<file path="src/rtl/sirv_reset_seq_sync_pkg.sv">
// Shared definitions for the perips reset sequencer: FSM state encoding and
// small elaboration-time helpers used to size counters.
package sirv_reset_seq_sync_pkg;

    typedef enum logic [2:0] {
        ST_HOLD    = 3'd0,
        ST_STRETCH = 3'd1,
        ST_REL     = 3'd2,
        ST_GAP     = 3'd3,
        ST_DONE    = 3'd4
    } seq_state_e;

    function automatic int max_int(input int a, input int b);
        return (a > b) ? a : b;
    endfunction

    // Index width for a channel pointer; a single channel still needs one bit.
    function automatic int idx_width(input int n);
        return (n > 1) ? $clog2(n) : 1;
    endfunction

endpackage

</file>
<file path="src/rtl/sirv_reset_sync_chain.sv">
// Reset catch/synchroniser: asserts immediately with rst_n, releases
// SYNC_STAGES clock edges after rst_n rises.
module sirv_reset_sync_chain
    import sirv_reset_seq_sync_pkg::*;
#(
    parameter int SYNC_STAGES = 3
) (
    input  logic clk,
    input  logic rst_n,
    output logic sync_ok
);

    logic [SYNC_STAGES-1:0] chain;

    // Shift a constant 1 through the chain; async clear keeps assertion glitch-free.
    always_ff @(posedge clk or negedge rst_n) begin
        if (!rst_n) begin
            chain <= '0;
        end else begin
            chain <= {chain[SYNC_STAGES-2:0], 1'b1};
        end
    end

    assign sync_ok = chain[SYNC_STAGES-1];

endmodule

</file>
<file path="src/rtl/sirv_reset_seq_sync.sv">
// Reset sequencer for the perips reset tree: synchronised release, a minimum
// stretch, then one-at-a-time release of NUM_CH active-low resets with a gap,
// per-channel hold-off, software re-reset and a DFT bypass.
module sirv_reset_seq_sync
    import sirv_reset_seq_sync_pkg::*;
#(
    parameter int NUM_CH      = 3,
    parameter int SYNC_STAGES = 3,
    parameter int STRETCH     = 16,
    parameter int GAP         = 4
) (
    input  logic              clk,
    input  logic              rst_n,
    input  logic              test_mode,
    input  logic              sw_rst_req,
    input  logic [NUM_CH-1:0] ch_hold_i,
    output logic [NUM_CH-1:0] rst_n_o,
    output logic              seq_busy,
    output logic              seq_done
);

    localparam int CNT_W = $clog2(max_int(STRETCH, GAP) + 1);
    localparam int IDX_W = idx_width(NUM_CH);

    localparam logic [CNT_W-1:0] STRETCH_LAST = CNT_W'(STRETCH - 1);
    // GAP==0 never enters ST_GAP, so the bound is only meaningful for GAP>0.
    localparam logic [CNT_W-1:0] GAP_LAST     = CNT_W'((GAP > 0) ? GAP - 1 : 0);
    localparam logic [IDX_W-1:0] IDX_LAST     = IDX_W'(NUM_CH - 1);

    seq_state_e        state, state_nxt;
    logic [CNT_W-1:0]  cnt, cnt_nxt;
    logic [IDX_W-1:0]  idx, idx_nxt;
    logic [NUM_CH-1:0] rst_q, rst_q_nxt;
    logic              sync_ok;
    logic              cur_hold;
    logic [NUM_CH-1:0] cur_mask;

    sirv_reset_sync_chain #(
        .SYNC_STAGES (SYNC_STAGES)
    ) u_sync (
        .clk     (clk),
        .rst_n   (rst_n),
        .sync_ok (sync_ok)
    );

    // Decode the current channel pointer into its hold bit and a one-hot release mask.
    always_comb begin
        cur_hold = 1'b0;
        cur_mask = '0;
        for (int k = 0; k < NUM_CH; k++) begin
            if (idx == IDX_W'(k)) begin
                cur_hold    = ch_hold_i[k];
                cur_mask[k] = 1'b1;
            end
        end
    end

    // FSM state register.
    always_ff @(posedge clk or negedge rst_n) begin
        if (!rst_n) begin
            state <= ST_HOLD;
        end else begin
            state <= state_nxt;
        end
    end

    // Counter, channel pointer and registered reset outputs.
    always_ff @(posedge clk or negedge rst_n) begin
        if (!rst_n) begin
            cnt   <= '0;
            idx   <= '0;
            rst_q <= '0;
        end else begin
            cnt   <= cnt_nxt;
            idx   <= idx_nxt;
            rst_q <= rst_q_nxt;
        end
    end

    // Next-state logic; a software re-reset outranks any release on the same edge.
    always_comb begin
        state_nxt = state;
        cnt_nxt   = cnt;
        idx_nxt   = idx;
        rst_q_nxt = rst_q;
        if (sw_rst_req && (state != ST_HOLD)) begin
            state_nxt = ST_STRETCH;
            cnt_nxt   = '0;
            idx_nxt   = '0;
            rst_q_nxt = '0;
        end else begin
            case (state)
                ST_HOLD: begin
                    if (sync_ok) begin
                        state_nxt = ST_STRETCH;
                        cnt_nxt   = '0;
                    end
                end
                ST_STRETCH: begin
                    if (cnt == STRETCH_LAST) begin
                        state_nxt = ST_REL;
                        cnt_nxt   = '0;
                        idx_nxt   = '0;
                    end else begin
                        cnt_nxt = cnt + CNT_W'(1);
                    end
                end
                ST_REL: begin
                    if (!cur_hold) begin
                        rst_q_nxt = rst_q | cur_mask;
                        if (idx == IDX_LAST) begin
                            state_nxt = ST_DONE;
                        end else if (GAP == 0) begin
                            idx_nxt = idx + IDX_W'(1);
                        end else begin
                            state_nxt = ST_GAP;
                            cnt_nxt   = '0;
                        end
                    end
                end
                ST_GAP: begin
                    if (cnt == GAP_LAST) begin
                        state_nxt = ST_REL;
                        cnt_nxt   = '0;
                        idx_nxt   = idx + IDX_W'(1);
                    end else begin
                        cnt_nxt = cnt + CNT_W'(1);
                    end
                end
                ST_DONE: begin
                    state_nxt = ST_DONE;
                end
                default: begin
                    state_nxt = ST_HOLD;
                end
            endcase
        end
    end

    // Status outputs and the DFT bypass mux on the reset vector.
    always_comb begin
        seq_busy = (state == ST_STRETCH) || (state == ST_REL) || (state == ST_GAP);
        seq_done = (state == ST_DONE);
        rst_n_o  = test_mode ? {NUM_CH{rst_n}} : rst_q;
    end

endmodule

</file>
<file path="config.mk">
export PLATFORM = sky130hd
export DESIGN_NAME = sirv_reset_seq_sync
export DESIGN_NICKNAME = d
export VERILOG_FILES = /design/src/rtl/sirv_reset_seq_sync_pkg.sv /design/src/rtl/sirv_reset_sync_chain.sv /design/src/rtl/sirv_reset_seq_sync.sv
export SDC_FILE = /design/constraint.sdc
export NUM_CORES = 1
export LEC_CHECK = 0
export CORE_MARGIN = 2
export CORE_UTILIZATION = 45
export CTS_BUF_LIST = sky130_fd_sc_hd__clkbuf_8 sky130_fd_sc_hd__clkbuf_16
export DETAILED_ROUTE_END_ITERATION = 8
export PLACE_DENSITY = 0.67
export SLEW_MARGIN = 0
export SYNTH_ARGS = -nofsm -noshare
export SYNTH_HDL_FRONTEND = slang
export SYNTH_SLANG_ARGS = --single-unit
export TNS_END_PERCENT = 30
</file>
<file path="constraint.sdc">
create_clock -name clk -period 2.94 [get_ports clk]
set_input_delay 0.735 -clock clk [delete_from_list [all_inputs] [get_ports clk]]
set_output_delay 0.735 -clock clk [all_outputs]
set_load 0.005 [all_outputs]
</file>
==> results by stage <==
Timing:
- The shortest period the worst path allows is around 2700 ps.
- For the final database, setup skew stands at ~0.58 ps.
- The final number of setup-violating endpoints is 0.
- Setup repair after global routing left no endpoint under its margin.
- The post-route fraction of the period consumed by the critical path is 0.906.
- The number of hold-slack violations in the final timing report is 0.
- The highest achievable clock rate is approximately 380 MHz.
- The tightest hold path in the finished design has a slack of about 350 ps.
- Summed over all failing endpoints, the final setup total negative slack is 0 ps.
- The count of pins over their slew limit came to 0.

Worst setup path:
- The most repeated library cell on the critical path is sky130_fd_sc_hd__clkdlybuf4s50_1.
- The worst setup path is captured at an output port.
- The startpoint type of the worst setup path is an input pin.
- The critical-path maximum fanout is 4.
- Data on the critical path is required at its endpoint by 2200 ps.
- On the critical path, the stage with the largest delay is an instance of sky130_fd_sc_hd__clkdlybuf4s50_1.
- Traced cell by cell, the critical path runs through clkdlybuf4s50_1 > nand2_1 > o21ai_0 > clkdlybuf4s50_1.
- The worst setup slack for register-to-register paths is roughly 900 ps.
- STA puts the critical path data arrival time at 1930 ps.
- The worst register-to-register path has a depth of 6.
- The path type of the worst setup path is input pin to output port.
- The largest incremental delay on the critical path is roughly 520 ps.

Detailed routing:
- For this run, design rule violations remaining after detail routing come to 0.
- In the routed layout, each cell is associated on average with a via count of between 5 and 6.
- The violation count after the first detailed-route iteration is 8.
- The average detailed-routed wire length per instance is 12.7 µm.
- The length of the first detailed-routing pass in iterations is 2.
- The total wire length is 1820 µm.
- The routed via count is slightly below 800.
- The remaining antenna violation count is 0.

Die:
- The floorplan die width is between 50 and 60 µm.
- The row count is 16.
- The starting density of the core is 0.484.
- For this design the top-level I/O count stands at 12.
- The height of the die is 50.2 µm.
- The region available for standard cell placement spans 1980 µm².
- The area of the die is around 2500 µm².

Synthesis:
- The number of enable flip-flop cells after synthesis is 0.
- Of the post-synthesis cell area, the dominant cell type holds 0.418.
- Dividing the synthesized area by the synthesized cell count gives ~9.5 µm².
- The number of cells produced by synthesis is a little over 100.
- The number of synthesized register bits is 16.
- The share of the Yosys chip area taken by registers is 0.418.
- The largest area contributor in the netlist is sky130_fd_sc_hd__dfrtp_1.
- The Yosys step of the flow raised 0 warnings.
- In the synthesized netlist the async set-or-reset flop fraction comes to 1.00.
- For this run, the leading register cell type out of synthesis is sky130_fd_sc_hd__dfrtp_1.
- The count of different cell masters after synthesis is 34.
- The synthesized netlist occupies a cell area of ~960 µm².
- Ranked by total cell area, the synthesized netlist is headed by sky130_fd_sc_hd__dfrtp_1 (42%), sky130_fd_sc_hd__ha_1 (7.8%), sky130_fd_sc_hd__nor2_1 (4.7%).
- The post-synthesis net count is ~110.

Power and ir drop:
- The design draws between 700 and 800 µW.
- VDD sags by at most between 0.0004 and 0.0005 V.
- The share of total power dissipated in sequential elements is 0.431.
- The share of total power dissipated in combinational logic is 0.302.
- The clock power share is 0.267.
- Of the total power, the share spent switching nets is 0.333.
- The total net switching power is 246 µW.
- The total power density per cell area is 631 nW/µm².
- In this run the static leakage power is 0.000520 µW.
- The internal portion of the total power is between 400 and 500 µW.

Clock tree:
- CTS saw 16 sinks.
- At the later pin of the worst-skew pair, clock insertion delay measures around 250 ps.
- After clock tree synthesis, the clock-pin slew on the worst setup and hold paths is 60 ps.
- Buffers added to address setup during post-CTS repair amount to 0.
- The tree is rooted in a sky130_fd_sc_hd__clkbuf_8.
- The count of H-tree levels built during CTS is 1.
- The number of buffers between clock root and the deepest sink is 2.
- The total clock buffers created by CTS is 3.
- The number of buffers inserted by hold repair at cts is 0.
- The clock tree from TritonCTS is yes.
- Once the clock tree was built, the resizer swapped 0 gates to a different size.

Outcome:
- The flow ran to the end, and the final reports show no timing, DRC or antenna violations.

Min path:
- The kind of path behind the tightest hold check is flop to flop.
- The number of stages on the worst hold path is 0.

GRT:
- The total global-route track usage is 0.171.
- Entering global routing, the biggest net connects 17 pins.
- For this run the aggregate overflow at the end of global routing stands at 0.
- The initial antenna violation count is 0.
- The global-route wire length before repair is between 3000 and 4000 µm.
- The number of global-route vias before repair came to slightly above 700.

Layout:
- The area growth from synthesis to layout is 21.8%.
- The share of cells above drive strength 1 is 0.112.
- In the layout the commonest cells are sky130_fd_sc_hd__dfrtp_1 (16), sky130_fd_sc_hd__nor2_1 (12), sky130_fd_sc_hd__clkdlybuf4s50_1 (11).
- The finished cells cover approximately 1200 µm².
- The number of antenna diodes in the final layout is 0.
- The count of cells in the finished layout, fillers not included, comes to 143.
- The commonest non-fill, non-tap cell in the layout is sky130_fd_sc_hd__dfrtp_1.
- The layout has approximately 170 filler cells.
- The net count of the finished layout is 130.

Placed design:
- The cell count after placement is 139.
- The global placer's final weighted congestion is slightly above 0.7.
- The port buffer count is 11.
- Detailed placement finished with a half-perimeter wire length of around 1300 µm.
- Once placement finished, the instance area stood at around 1100 µm².

Run:
- The number of max-cap violations is 0.
## synth_stat cells (2+ instances only)
library cell and count:
sky130_fd_sc_hd__o21ai_0 5, sky130_fd_sc_hd__nand3_1 2, sky130_fd_sc_hd__nor4_1 2, sky130_fd_sc_hd__nand2b_1 2, sky130_fd_sc_hd__nand2_1 5, sky130_fd_sc_hd__a21oi_1 6
sky130_fd_sc_hd__nor2b_1 4, sky130_fd_sc_hd__dfrtp_1 16, sky130_fd_sc_hd__a22o_1 3, sky130_fd_sc_hd__clkbuf_1 2, sky130_fd_sc_hd__and3_1 3, sky130_fd_sc_hd__ha_1 6
sky130_fd_sc_hd__a221o_1 2, sky130_fd_sc_hd__inv_1 9, sky130_fd_sc_hd__nor2_1 12, sky130_fd_sc_hd__o21ai_1 3, sky130_fd_sc_hd__mux2_2 2
## power by group through the flow
stage / clock (µW) / combinational, µW / sequential (µW)
after floorplan: 0 / 181 / 284
after global placement: 0 / 217 / 322
after detailed placement: 0 / 224 / 322
after CTS: 200 / 225 / 319
after global routing: 210 / 251 / 327
final: 197 / 222 / 318
## layout make-up
type                            instances  area, µm²  area share
Timing Repair Buffer                   14        133       0.114
Sequential cell                        16        400       0.343
Inverter                                9       33.8      0.0289
Multi-Input combinational cell         73        512       0.438
Clock buffer                            4       55.1      0.0472
Tap cell                               27       33.8      0.0289
## path summary, 6_finish.rpt
path                                            from                        end
min reg2reg                u_sync.chain[1]$_DFF_PN0_  u_sync.chain[2]$_DFF_PN0_
min                        u_sync.chain[1]$_DFF_PN0_  u_sync.chain[2]$_DFF_PN0_
max in group asynchronous                      rst_n       state[1]$_DFFE_PN0P_
min in group asynchronous                      rst_n       state[0]$_DFFE_PN0P_
max                                        test_mode                 rst_n_o[0]
max reg2reg                       idx[0]$_DFFE_PN0P_         cnt[2]$_DFFE_PN0P_
## registers in the layout (all words and copies together) (netlist names)
register	count
rst_q	3
cnt	5
idx	2
u_sync.chain	3
state	3
## cells by family (layout without fill, tap and decap cells)
kind of cell / Yosys count / in the layout / synth area share
mux: 3 / 3 / 0.0339
compound gates: 24 / 24 / 0.181
other cells: 1 / 1 / 0.00391
flops: 16 / 16 / 0.418
fa+ha+maj: 6 / 6 / 0.0783
simple gates: 39 / 39 / 0.236
buf+inv: 12 / 27 / 0.0483
## worst max-delay path, delay by kind of cell
kind                   cells  cell delay, ps
AOI/OAI and AO/OA          1              80
buffers and inverters      2            1030
and+or+nand+nor            1              90
## metal layers
layer / GRT usage / up-vias / wire (µm)
met3: 0.0417 / 5 / 70
li1: - / 386 / -
met5: 0 / - / 0
met1: 0.216 / 368 / 846
met4: 0.0694 / 0 / 33
met2: 0.279 / 14 / 871
## through the flow
| step | utilization | setup slack [ps] |
|---|---|---|
| 2_1_floorplan | - | 900 |
| 3_3_place_gp | 0.561 | 307 |
| 3_5_place_dp | 0.561 | 284 |
| 4_1_cts | 0.589 | 278 |
| 5_1_grt | 0.589 | 205 |
| 6_report | 0.589 | 276 |
Note: power is estimated with default switching activity, not from simulation.
